**src/rtl/sort_exerciser_if.sv**
```systemverilog
// Sorter-side bundle: re-arm/start pulses, array out,
// result array and done flag back from the sorter.
interface sort_exerciser_if #(
  parameter int N = 8
);
  logic                dut_rst;
  logic                dut_start;
  logic [N-1:0][7:0]   dut_data_in;
  logic [N-1:0][7:0]   dut_data_out;
  logic                dut_done;

  modport master (
    output dut_rst,
    output dut_start,
    output dut_data_in,
    input  dut_data_out,
    input  dut_done
  );

  modport slave (
    input  dut_rst,
    input  dut_start,
    input  dut_data_in,
    output dut_data_out,
    output dut_done
  );
endinterface

```
**src/rtl/sort_exerciser.sv**
```systemverilog
// LFSR-driven stimulus generator and result checker
// for the N-element 8-bit sorter.
module sort_exerciser #(
  parameter int          N       = 8,
  parameter logic [7:0]  SEED    = 8'hA5,
  parameter int          TIMEOUT = 1024
) (
  input  logic          clk,
  input  logic          rst,
  input  logic          run,
  input  logic [15:0]   trials,
  sort_exerciser_if.master sif,
  output logic          busy,
  output logic          pass,
  output logic          fail,
  output logic [1:0]    err_code,
  output logic [15:0]   trial_count
);
  localparam int KW = (N > 1) ? $clog2(N) : 1;
  localparam int SW = 8 + KW;
  localparam int TW = $clog2(TIMEOUT + 1);
  localparam logic [7:0] SEED0 =
    (SEED == 8'h00) ? 8'h01 : SEED;

  typedef enum logic [2:0] {
    IDLE, GEN, RESET_DUT, LAUNCH,
    WAIT, CHECK, REPORT
  } state_t;

  state_t            state_q, state_d;
  logic [7:0]        lfsr_q, lfsr_d;
  logic [N-1:0][7:0] data_q, data_d;
  logic [KW-1:0]     k_q, k_d;
  logic [SW-1:0]     sin_q, sin_d;
  logic [SW-1:0]     sout_q, sout_d;
  logic [7:0]        xin_q, xin_d;
  logic [7:0]        xout_q, xout_d;
  logic              ord_q, ord_d;
  logic [TW-1:0]     tmo_q, tmo_d;
  logic [15:0]       trials_q, trials_d;
  logic [15:0]       cnt_q, cnt_d;
  logic              pass_q, pass_d;
  logic              fail_q, fail_d;
  logic [1:0]        err_q, err_d;
  logic              drst_q, dstart_q;

  logic [7:0]        lfsr_nx;
  logic [7:0]        cur, prv;
  logic [KW-1:0]     kp;
  logic              last;

  assign lfsr_nx = {lfsr_q[6:0],
    lfsr_q[7] ^ lfsr_q[5] ^ lfsr_q[4] ^ lfsr_q[3]};
  assign last = (k_q == KW'(N - 1));
  assign kp   = (k_q == '0) ? '0 : k_q - KW'(1);
  assign cur  = sif.dut_data_out[k_q];
  assign prv  = sif.dut_data_out[kp];

  always_comb begin
    state_d  = state_q;
    lfsr_d   = lfsr_q;
    data_d   = data_q;
    k_d      = k_q;
    sin_d    = sin_q;
    sout_d   = sout_q;
    xin_d    = xin_q;
    xout_d   = xout_q;
    ord_d    = ord_q;
    tmo_d    = tmo_q;
    trials_d = trials_q;
    cnt_d    = cnt_q;
    pass_d   = pass_q;
    fail_d   = fail_q;
    err_d    = err_q;
    unique case (state_q)
      IDLE, REPORT: begin
        if (run) begin
          pass_d   = 1'b0;
          fail_d   = 1'b0;
          err_d    = 2'd0;
          cnt_d    = '0;
          trials_d = trials;
          if (trials == 16'd0) begin
            pass_d  = 1'b1;
            state_d = REPORT;
          end else begin
            state_d = GEN;
            k_d     = '0;
            sin_d   = '0;
            xin_d   = '0;
          end
        end
      end
      GEN: begin
        data_d[k_q] = lfsr_q;
        lfsr_d      = lfsr_nx;
        sin_d       = sin_q + SW'(lfsr_q);
        xin_d       = xin_q ^ lfsr_q;
        if (last) begin
          k_d     = '0;
          state_d = RESET_DUT;
        end else begin
          k_d = k_q + KW'(1);
        end
      end
      RESET_DUT: state_d = LAUNCH;
      LAUNCH: begin
        tmo_d   = '0;
        sout_d  = '0;
        xout_d  = '0;
        ord_d   = 1'b0;
        k_d     = '0;
        state_d = WAIT;
      end
      WAIT: begin
        if (sif.dut_done) begin
          state_d = CHECK;
        end else begin
          tmo_d = tmo_q + TW'(1);
          if (tmo_d == TW'(TIMEOUT)) begin
            fail_d  = 1'b1;
            err_d   = 2'd3;
            state_d = REPORT;
          end
        end
      end
      CHECK: begin
        sout_d = sout_q + SW'(cur);
        xout_d = xout_q ^ cur;
        ord_d  = ord_q | ((k_q != '0) && (prv > cur));
        if (last) begin
          if (ord_d) begin
            fail_d  = 1'b1;
            err_d   = 2'd1;
            state_d = REPORT;
          end else if (sout_d != sin_q ||
                       xout_d != xin_q) begin
            fail_d  = 1'b1;
            err_d   = 2'd2;
            state_d = REPORT;
          end else begin
            if (cnt_q != 16'hFFFF)
              cnt_d = cnt_q + 16'd1;
            if (cnt_d == trials_q) begin
              pass_d  = 1'b1;
              state_d = REPORT;
            end else begin
              state_d = GEN;
              k_d     = '0;
              sin_d   = '0;
              xin_d   = '0;
            end
          end
        end else begin
          k_d = k_q + KW'(1);
        end
      end
      default: state_d = IDLE;
    endcase
  end

  always_ff @(posedge clk or posedge rst) begin
    if (rst) begin
      state_q  <= IDLE;
      lfsr_q   <= SEED0;
      data_q   <= '0;
      k_q      <= '0;
      sin_q    <= '0;
      sout_q   <= '0;
      xin_q    <= '0;
      xout_q   <= '0;
      ord_q    <= 1'b0;
      tmo_q    <= '0;
      trials_q <= '0;
      cnt_q    <= '0;
      pass_q   <= 1'b0;
      fail_q   <= 1'b0;
      err_q    <= 2'd0;
      drst_q   <= 1'b0;
      dstart_q <= 1'b0;
    end else begin
      state_q  <= state_d;
      lfsr_q   <= lfsr_d;
      data_q   <= data_d;
      k_q      <= k_d;
      sin_q    <= sin_d;
      sout_q   <= sout_d;
      xin_q    <= xin_d;
      xout_q   <= xout_d;
      ord_q    <= ord_d;
      tmo_q    <= tmo_d;
      trials_q <= trials_d;
      cnt_q    <= cnt_d;
      pass_q   <= pass_d;
      fail_q   <= fail_d;
      err_q    <= err_d;
      // pulses track the state they belong to
      drst_q   <= (state_d == RESET_DUT);
      dstart_q <= (state_d == LAUNCH);
    end
  end

  assign sif.dut_rst     = drst_q;
  assign sif.dut_start   = dstart_q;
  assign sif.dut_data_in = data_q;

  assign busy        = (state_q != IDLE) &&
                       (state_q != REPORT);
  assign pass        = pass_q;
  assign fail        = fail_q;
  assign err_code    = err_q;
  assign trial_count = cnt_q;
endmodule

```
**src/flat_wrapper.sv**
```systemverilog
// flat-port wrapper written by rule: the top's interface ports become plain ports
module sort_exerciser_flat 
#(
  parameter int          N       = 8,
  parameter logic [7:0]  SEED    = 8'hA5,
  parameter int          TIMEOUT = 1024
)
  (clk, rst, run, trials, busy, pass, fail, err_code, trial_count, sif_dut_rst, sif_dut_start, sif_dut_data_in, sif_dut_data_out, sif_dut_done);
  sort_exerciser_if #(.N(N)) sif_i ();
  input  logic clk;
  input  logic rst;
  input  logic run;
  input  logic [15:0] trials;
  output logic busy;
  output logic pass;
  output logic fail;
  output logic [1:0] err_code;
  output logic [15:0] trial_count;
  output wire logic [$bits(sif_i.dut_rst)-1:0] sif_dut_rst;
  output wire logic [$bits(sif_i.dut_start)-1:0] sif_dut_start;
  output wire logic [$bits(sif_i.dut_data_in)-1:0] sif_dut_data_in;
  input wire logic [$bits(sif_i.dut_data_out)-1:0] sif_dut_data_out;
  input wire logic [$bits(sif_i.dut_done)-1:0] sif_dut_done;
  assign sif_dut_rst = sif_i.dut_rst;
  assign sif_dut_start = sif_i.dut_start;
  assign sif_dut_data_in = sif_i.dut_data_in;
  assign sif_i.dut_data_out = sif_dut_data_out;
  assign sif_i.dut_done = sif_dut_done;
  sort_exerciser #(.N(N), .SEED(SEED), .TIMEOUT(TIMEOUT)) u_core (.clk(clk), .rst(rst), .run(run), .trials(trials), .sif(sif_i), .busy(busy), .pass(pass), .fail(fail), .err_code(err_code), .trial_count(trial_count));
endmodule
```
**config.mk**
```make
export PLATFORM = sky130hd
export DESIGN_NAME = sort_exerciser_flat
export DESIGN_NICKNAME = d
export VERILOG_FILES = /design/src/rtl/sort_exerciser_if.sv /design/src/rtl/sort_exerciser.sv /design/src/flat_wrapper.sv
export SDC_FILE = /design/constraint.sdc
export NUM_CORES = 1
export LEC_CHECK = 0
export ABC_AREA = 1
export CORE_AREA = 4 4 144 146
export DETAILED_ROUTE_END_ITERATION = 7
export DIE_AREA = 0 0 148 150
export PLACE_DENSITY = 0.81
export SKIP_CTS_REPAIR_TIMING = 1
export SLEW_MARGIN = 10
export SYNTH_ARGS = -nofsm -noshare
export SYNTH_HDL_FRONTEND = slang
export SYNTH_SLANG_ARGS = --single-unit
```
**constraint.sdc**
```tcl
create_clock -name clk -period 7.9 [get_ports clk]
set_clock_uncertainty 0.15 [all_clocks]
set_input_delay 2.37 -clock clk [delete_from_list [all_inputs] [get_ports clk]]
set_output_delay 2.37 -clock clk [all_outputs]
set_load 0.01 [all_outputs]
```
==> flow_metrics.py <==
metrics = {
    "status": {
        "status": "finished, final reports clean",
    },
    "power": {
        "internal-power_w": 0.002297,
        "netSwitchingPower_w": 0.002259,
        "power.combinational.fraction_pct": 54.9,
        "p_clk_share_pct": 18.8,
        "leakage_nw": 6.203,
        "peakVddDrop_mv": 0.2525,
        "power.density_nw_per_um2": 349.9,
        "seq_power_share_pct": 26.3,
        "sw_frac_of_total_pct": 49.59,
    },
    "sta": {
        "fin_crit_ps": 6079,
        "period_share_pct": 76.95,
        "timing.fmax_mhz": 164.5,
        "setup_violations": 0,
        "relSlewSlack_pct": 21.12,
        "finalSetupTns_ps": 0,
        "worstMarginPinSlew_ps": 1183,
        "finalMaxSlewViolations": 0,
        "hold_viol": 0,
        "rsz0062_at_grt": "false",
        "whs_ps": 328.5,
    },
    "cts": {
        "cts_tree": "yes",
        "clkSlewWorstSetupHoldPaths_ps": 70,
        "cts_inserted_buffers": 17,
        "clockBufferDepth": 2,
        "cts_root_buffer": "clkbuf_16",
        "clkLatencyLatePin_ps": 440,
        "h-tree-depth": 4,
        "cts_sinks": 166,
    },
    "job": {
        "drv_cap": 0,
    },
    "critical_path": {
        "path_common_cell": "nand2_1",
        "max_stage_delay_ps": 500,
        "critical_path_class": "input port to flop",
        "worstPathRequired_ps": 8060,
        "reg2reg_to": "u_core.xin_q[2]",
        "reg2reg_depth": 23,
        "slowest_stage": "nand3_2",
        "regToRegStartpoint": "u_core.k_q[1]",
        "critPathMaxFanout": 29,
        "end_kind": "flop",
        "cp.arrival_ps": 6240,
        "critPathLaunchType": "input port",
        "ff2ff_setup_slack_ps": 2160,
    },
    "layout": {
        "final_common_cell": "nand2_1",
        "layout-drive-gt1-share_pct": 6.276,
        "fin_nets": 1761,
        "n_antenna_cell": 0,
        "syn_to_final_growth_pct": 23.04,
        "nFillCells": 1704,
        "final_cell_mix": "nand2_1, clkdlybuf4s50_1, dfrtp_1",
        "stdcell_area_um2": 13020,
    },
    "min_path": {
        "whs_endpoint": "u_core.err_code[1]",
        "min_path_cells": 2,
        "hold_path_class": "flop to flop",
        "hp-start": "u_core.err_code[1]",
    },
    "detailed_routing": {
        "wirelength_um": 30810,
        "drc_errors": 0,
        "via_per_inst": 5.526,
        "num_vias": 10620,
        "ant_nets": 0,
        "wl_per_cell_um": 16.03,
        "drt_iter0_drc": 805,
        "first_pass_iters": 5,
    },
    "die": {
        "die_height_um": 150,
        "initial_utilization_pct": 54.56,
        "die_x_um": 148,
        "design.core.area_um2": 19400,
        "floorplan.die_area_um2": 22200,
        "pin_count": 171,
        "num_rows": 51,
    },
    "synth": {
        "synth_cell_types": 56,
        "synth_area_per_cell_um2": 7.070,
        "synth_area_um2": 10580,
        "syn_nets": 1614,
        "async_reset_ff_share_pct": 100.0,
        "synthCells": 1497,
        "ys_ff_latch": 166,
        "synth_edf_count": 0,
        "synth_flop_cell": "dfrtp_1",
        "yosysWarnings": 0,
        "synth_seq_area_share_pct": 39.30,
    },
    "grt": {
        "grt_first_pass_wirelength_um": 50820,
        "grt-ovfl-total": 0,
        "grt_antenna_before_repair": 0,
        "grt_max_degree": 114,
        "grt_pass1_vias": 10230,
        "grt.total_usage_pct": 28.14,
    },
    "place": {
        "place_hpwl_um": 22250,
        "port_buffers": 170,
        "place.gp.congestion": 0.9573,
        "dpl-instance-area_um2": 12400,
    },
}
[cell families (layout without fill, tap and decap cells)]
logic type | Yosys count | after routing | share of synthesized area, %
buf+inv | 183 | 343 | 7.483
simple gates | 854 | 854 | 34.16
compound gates | 240 | 240 | 13.13
flops | 166 | 166 | 39.30
fa+ha+maj | 33 | 33 | 4.043
xor+xnor | 21 | 21 | 1.880
[state kept, by name (all words and copies together) (netlist names), 11 cells and up]
register / count
u_core.sif.dut_data_in: 64
u_core.tmo_q: 11
u_core.trials_q: 16
u_core.sout_q: 11
u_core.trial_count: 16
u_core.sin_q: 11
[layer usage]
metal  global-route usage, %  wire length [µm]  up-vias
li1                        -                 -     5173
met1                   36.94             13170     5019
met2                   47.09             14630      365
met3                   5.482              2262       64
met4                   9.330               748        0
met5                       0                 0        -
[final cells by class]
class / instances / area, µm² / area share, %
Clock buffer: 17 / 425.4 / 3.267
Clock inverter: 15 / 196.4 / 1.508
Inverter: 133 / 509.2 / 3.910
Multi-Input combinational cell: 1148 / 5639 / 43.30
Sequential cell: 166 / 4159 / 31.94
Tap cell: 265 / 331.6 / 2.546
Timing Repair Buffer: 178 / 1762 / 13.53
[power by group through the flow]
stage,combinational (W),clock [W],sequential [W]
5_1_grt,0.00285,0.000899,0.00122
3_5_place_dp,0.00244,0,0.00120
4_1_cts,0.00247,0.000864,0.00119
2_1_floorplan,0.00194,0,0.00113
3_3_place_gp,0.00239,0,0.00120
6_report,0.00250,0.000855,0.00120
[worst max path at each step]
stage                        endpoint  cells past startpoint                  from
3_5_place_dp   u_core.trial_count[15]                     26  sif_dut_data_out[40]
2_1_floorplan      u_core.err_code[0]                      1                   rst
5_1_grt         u_core.trial_count[6]                     26  sif_dut_data_out[48]
4_1_cts        u_core.trial_count[13]                     26  sif_dut_data_out[40]
6_report       u_core.trial_count[13]                     26  sif_dut_data_out[56]
3_3_place_gp   u_core.trial_count[11]                     26  sif_dut_data_out[56]
[Yosys cell counts (13+ instances only)]
master	instances	area (µm²)
o21ai_0	133	665.6
nand2_2	26	162.7
inv_1	126	473.0
nand3_1	99	495.5
nand2_1	573	2151
nand3b_1	14	105.1
o21ai_1	13	65.06
a21oi_1	30	150.1
ha_1	31	387.9
clkbuf_1	29	108.9
nor2_1	93	349.1
nand4_1	14	87.58
dfrtp_1	162	4054
[stage by stage]
stage / cells / setup slack, ps / utilization [%] / power, W
2_1_floorplan: 1497 / 896.6 / - / 0.003068
3_3_place_gp: 1890 / 1635 / 63.93 / 0.003586
3_5_place_dp: 1890 / 1520 / 63.93 / 0.003648
4_1_cts: 1922 / 1860 / 67.13 / 0.004524
5_1_grt: 1922 / 1445 / 67.13 / 0.004965
6_report: 1922 / 1821 / 67.13 / 0.004556
[critical path: cells and delay by family]
family,cells,cell delay (ps)
buffers and inverters,3,620
AND/OR/NAND/NOR,20,2560
adder cells (fa/ha/maj),2,610
AO/OA/AOI/OAI,1,70
Note: power is estimated with default switching activity, not from simulation.
